[src/rtl/gpu_prim_pkg.sv]
// Primitive-pipeline types and packing constants shared by the clip
// sequencer, the clipper wrapper and rasterizer setup.
package gpu_prim_pkg;

    typedef enum logic [1:0] {
        IDLE,
        START,
        RELEASE,
        EMIT
    } clip_seq_state_t;

    localparam int unsigned COMP_W = 24;
    localparam int unsigned VERT_W = 4 * COMP_W;
    localparam int unsigned TRI_W  = 3 * VERT_W;

    localparam int unsigned X_OFF = 0;
    localparam int unsigned Y_OFF = 1;
    localparam int unsigned Z_OFF = 2;
    localparam int unsigned W_OFF = 3;

endpackage

[src/rtl/clip_tri_sequencer.sv]
// Feeds one triangle at a time to the clipper, buffers its 0/1/2-triangle
// result and streams the survivors downstream; fully culled input is counted.
module clip_tri_sequencer
    import gpu_prim_pkg::*;
#(
    parameter int unsigned WIDTH = 24
) (
    input  logic                    clk_i,
    input  logic                    reset_n,
    input  logic                    tri_valid_i,
    output logic                    tri_ready_o,
    input  logic [12*WIDTH-1:0]     tri_data_i,
    output logic [12*WIDTH-1:0]     clip_tri_o,
    output logic                    clip_start_o,
    input  logic                    clip_done_i,
    input  logic                    clip_valid_i,
    input  logic [1:0]              clip_num_tri_i,
    input  logic [24*WIDTH-1:0]     clip_verts_i,
    output logic                    out_valid_o,
    input  logic                    out_ready_i,
    output logic [12*WIDTH-1:0]     out_tri_o,
    output logic                    out_last_o,
    output logic [15:0]             culled_cnt_o
);

    localparam int unsigned TW = 12 * WIDTH;

    clip_seq_state_t state, next_state;

    logic            buf_valid;
    logic [1:0]      buf_num;
    logic [2*TW-1:0] buf_verts;
    logic            idx;

    logic            culled;
    logic            handshake;
    logic            start_d;
    logic            load_buf;
    logic            cnt_inc;
    logic            emit_load;
    logic            idx_d;
    logic [1:0]      num_eff;

    assign tri_ready_o = (state == IDLE);
    assign culled      = !buf_valid || (buf_num == 2'd0);
    assign handshake   = out_valid_o && out_ready_i;
    // A clipper count of 3 is not meaningful here; cap at the 2-entry buffer.
    assign num_eff     = (buf_num == 2'd3) ? 2'd2 : buf_num;

    always_ff @(posedge clk_i or negedge reset_n) begin
        if (!reset_n) state <= IDLE;
        else          state <= next_state;
    end

    always_comb begin
        next_state = state;
        unique case (state)
            IDLE:    if (tri_valid_i) next_state = START;
            START:   if (clip_done_i) next_state = RELEASE;
            RELEASE: if (!clip_done_i) next_state = culled ? IDLE : EMIT;
            EMIT:    if (handshake && out_last_o) next_state = IDLE;
            default: next_state = IDLE;
        endcase
    end

    always_comb begin
        start_d   = 1'b0;
        load_buf  = 1'b0;
        cnt_inc   = 1'b0;
        emit_load = 1'b0;
        idx_d     = idx;
        unique case (state)
            IDLE:  start_d = tri_valid_i;
            START: begin
                start_d  = !clip_done_i;
                load_buf = clip_done_i;
            end
            RELEASE: if (!clip_done_i) begin
                cnt_inc   = culled;
                emit_load = !culled;
                idx_d     = 1'b0;
            end
            EMIT: if (handshake && !out_last_o) begin
                emit_load = 1'b1;
                idx_d     = 1'b1;
            end
            default: ;
        endcase
    end

    always_ff @(posedge clk_i or negedge reset_n) begin
        if (!reset_n) begin
            clip_tri_o   <= '0;
            clip_start_o <= 1'b0;
            buf_valid    <= 1'b0;
            buf_num      <= '0;
            buf_verts    <= '0;
            idx          <= 1'b0;
            out_valid_o  <= 1'b0;
            out_tri_o    <= '0;
            out_last_o   <= 1'b0;
            culled_cnt_o <= '0;
        end else begin
            clip_start_o <= start_d;
            out_valid_o  <= (next_state == EMIT);
            idx          <= idx_d;
            if (state == IDLE && tri_valid_i) clip_tri_o <= tri_data_i;
            if (load_buf) begin
                buf_valid <= clip_valid_i;
                buf_num   <= clip_num_tri_i;
                buf_verts <= clip_verts_i;
            end
            if (emit_load) begin
                out_tri_o  <= idx_d ? buf_verts[TW +: TW] : buf_verts[0 +: TW];
                out_last_o <= ({1'b0, idx_d} + 2'd1) == num_eff;
            end
            if (cnt_inc && culled_cnt_o != '1) culled_cnt_o <= culled_cnt_o + 16'd1;
        end
    end

endmodule

[config.mk]
export PLATFORM = sky130hd
export DESIGN_NAME = clip_tri_sequencer
export DESIGN_NICKNAME = d
export VERILOG_FILES = /design/src/rtl/gpu_prim_pkg.sv /design/src/rtl/clip_tri_sequencer.sv
export SDC_FILE = /design/constraint.sdc
export NUM_CORES = 2
export LEC_CHECK = 0
export ABC_AREA = 0
export ABC_CLOCK_PERIOD_IN_PS = 3300
export BUFFER_PORTS_ARGS = -buffer_cell sky130_fd_sc_hd__buf_2
export CORE_AREA = 5 5 564 566
export CTS_BUF_LIST = sky130_fd_sc_hd__clkbuf_8
export CTS_CLUSTER_DIAMETER = 50
export DETAILED_ROUTE_END_ITERATION = 10
export DIE_AREA = 0 0 569 571
export GPL_TIMING_DRIVEN = 0
export PLACE_DENSITY = 0.42
export SYNTH_ARGS = -nofsm -noshare
export SYNTH_HDL_FRONTEND = slang
export SYNTH_SLANG_ARGS = --single-unit
[constraint.sdc]
create_clock -name clk_i -period 3.3 [get_ports clk_i]
set_input_delay 0.33 -clock clk_i [delete_from_list [all_inputs] [get_ports clk_i]]
set_output_delay 0.33 -clock clk_i [all_outputs]
set_load 0.01 [all_outputs]
==> results.toml <==
[route]
wire_per_inst_um = 26.02
viasPerCell = 3.740
drt_iter0_drc = 1908
via_count = 39090
post-route-drc-count = 0
ant_nets = 0
drtPass1Iterations = 5
routed_wl_mm = 272.0

[worst_setup_path]
path_cells = "o21a_1 -> nand2_1 -> clkbuf_1 -> buf_1 -> mux2i_1 -> o21ai_0"
start_kind = "register"
critPathCaptureType = "register"
r2r_slack_ns = 0.25
crit_type = "register to register"
crit_required_ns = 4.03
cp_slowest_cell = "buf_1"
path_buf_inv = 2
arrival_ns = 3.79
slowest_delay_ns = 0.77
cp_max_fo = 10
crit_family = "buffers and inverters"

[yosys]
ys_types = 34
synth.top_cell.area_share_pct = 64.05
synth_top_family_by_area = "multiplexers"
synth_fa_ha_area_share_pct = 0.02723
synth_ff_type = "dfrtp_1"
syn-instance-count = 3184
synthMuxAreaShare_pct = 27.66
synth_xor_area_share_pct = 0.1525
synth_area_per_cell_sq_um = 14.43
synth.most_common_cell = "dfrtp_1"
synthArstFlopShare_pct = 100.0
ys_ff_latch = 1176
synth_nets = 4057
synth_edf_count = 0
synth_common_cells = "dfrtp_1, mux2_2, nand2_1, mux2i_1, o21ai_0"
netlist_area_sq_um = 45950
synth_compound_area_share_pct = 3.385
synth_seq_area_share_pct = 64.05
synthSimpleGateAreaFrac_pct = 2.936
synth_area_leaders = "dfrtp_1, mux2_2, mux2i_1, o21ai_0, nand2_1"
synth_largest_area_cell = "dfrtp_1"
yosysWarnings = 0

[floorplan]
die_x_um = 569
die_area_sq_um = 324900
initial_core_util_pct = 14.67
core_area_sq_um = 313200
io_pins = 1468
die_y_um = 571
core.rowCount = 206

[clock_network]
clock_latency_ns = 0.99
clk_path_buf_depth = 4
cts_max_level = 4
clk_pin_slew_ns = 0.06
cts.sinks = 1176
cts-root-buf = "clkbuf_8"
cts_tree = "yes"
post_cts_buffers = 0
cts_buffers = 233

[timing]
fin_crit_ns = 3.053
skew_ns = 0.1103
hold_violations = 0
drv_slew = 0
worst_pin_slew_ns = 1.181
post-route-period-util_pct = 92.51
finalSetupViolCount = 0
worst_slack_ns = 0.2472
finalSetupTns_ns = 0
fmax_ghz = 0.3276
maxSlewHeadroom_pct = 21.24

[placement]
dp_slack_ns = -0.9821
place_congestion = 0.9156
dp.cells = 8821
placed_area_sq_um = 58780
dp_hpwl_mm = 223.2
io_buffers = 1467

[status]
status = "complete, no violations"

[final_layout]
design_area_sq_um = 75410
nNetsFinal = 6939
fillers = 33650
seqCellArea_sq_um = 29430
final_util_pct = 24.08
stdcell_count = 10450
synthToLayoutAreaGrowth_pct = 64.13
multi_input_area_sq_um = 15700
drive_gt1_share_pct = 44.34

[global_routing]
grt_pass1_wl_mm = 363.5
grt_max_degree = 160
overflow = 0
grt_util_all_layers_pct = 16.12
grt_pass1_vias = 42550
antenna_found_initial = 134

[worst_hold_path]
hp-class = "input pin to register"

[power_and_ir_drop]
leakage_uw = 0.03541
p_sw_share_pct = 36.70
p_int_uw = 40410
power_density_nw_per_um2 = 846.5
pwr-share-seq_pct = 40.6
p_sw_uw = 23430
pwr-share-comb_pct = 35.5
peakVddDrop_mv = 0.4702
clkPwrFrac_pct = 23.9

[flow_run]
max_cap_viol_count = 0
[worst min-delay path: cells and delay by family]
family / cells / cell delay [ns]
buffers and inverters: 2 / 0.64
muxes: 1 / 0.13
[logic make-up after synthesis]
family,Yosys count
simple gates,334
mux,1161
buf+inv,198
flops,1176
fa+ha+maj,1
xor+xnor,8
compound gates,306
[power by group through the flow]
stage	Sequential, uW	Clock [uW]	Combinational [uW]
3_3_place_gp	26000	0	21500
4_1_cts	25900	15900	23200
3_5_place_dp	26100	0	21900
6_report	25900	15300	22700
2_1_floorplan	26300	0	9500
5_1_grt	26700	16500	24500
[per-layer routing]
layer	part of all wire (%)	vias up	wire, um	global-route usage (%)
li1	-	17090	-	-
met1	36	19800	99070	17.28
met2	50	1647	135000	28.63
met3	9.1	522	24730	6.079
met4	4.8	32	13030	6.284
met5	0.073	-	198	0
[final timing paths]
check / start / end / cells after the start
setup reg to reg: buf_num[1]$_DFFE_PN0P_ / out_tri_o[112]$_DFFE_PN0P_ / 6
hold reg to reg: buf_verts[487]$_DFFE_PN0P_ / out_tri_o[199]$_DFFE_PN0P_ / 2
min in group asynchronous: reset_n / buf_verts[136]$_DFFE_PN0P_ / 4
hold / removal: clip_verts_i[1] / buf_verts[1]$_DFFE_PN0P_ / 3
setup / recovery: buf_num[1]$_DFFE_PN0P_ / out_tri_o[112]$_DFFE_PN0P_ / 6
max in group asynchronous: reset_n / clip_tri_o[105]$_DFFE_PN0P_ / 6
[metrics by stage]
step / hold slack (ns) / power, uW
floorplan: 0.03441 / 35760
global placement: 0.4545 / 47560
detailed placement: 0.2279 / 48030
CTS: 0.0001006 / 65030
global route: 0.01628 / 67710
finish: 0.1538 / 63830
[flip-flops by register name (all words and copies together) (netlist names)]
signal and flops:
buf_verts 576, out_valid_o 1, clip_start_o 1, buf_num 2
out_last_o 1, state 2, buf_valid 1, culled_cnt_o 16
out_tri_o 288, clip_tri_o 288
[cells in the final DEF, fill, tap and decap left out, types with 2 or more instances in the layout]
cell,synthesis,final
o21ai_0,291,291
buf_1,20,17
inv_16,0,2
inv_8,0,4
a21oi_1,7,7
nand4_1,3,3
clkinv_2,0,16
mux2_2,870,870
inv_1,4,82
buf_12,0,3
dfrtp_1,1176,1176
clkbuf_8,0,271
a211oi_1,3,3
and3_1,2,2
clkbuf_4,0,4
mux2i_1,291,291
nor2_1,8,8
buf_16,0,10
dlygate4sd3_1,0,1169
nand3_1,8,8
inv_12,0,3
xor2_1,7,7
clkbuf_2,0,22
buf_4,0,3
clkbuf_1,112,88
buf_2,62,1525
bufinv_16,0,12
nor3_1,3,3
nand2_1,298,298
or4_1,2,2
diode_2,0,65
clkinvlp_4,0,9
[area by class of cell]
type / instances / share of cell area [%]
Multi-Input combinational cell: 1810 / 20.82
Clock inverter: 125 / 1.251
Timing Repair Buffer: 2648 / 25.69
Clock buffer: 271 / 4.946
Antenna cell: 65 / 0.2157
Tap cell: 4160 / 6.902
Buffer: 193 / 1.130
Sequential cell: 1176 / 39.02
Inverter: 4 / 0.01991
[repair_timing]
action                                  in CTS  in global routing
endpoints found under the setup margin     371                 13
gates resized for setup                     21                  6
endpoints found under the hold margin     1185                  0
hold buffers                              1170                  0
No activity file was read; power rests on OpenSTA's default activity.
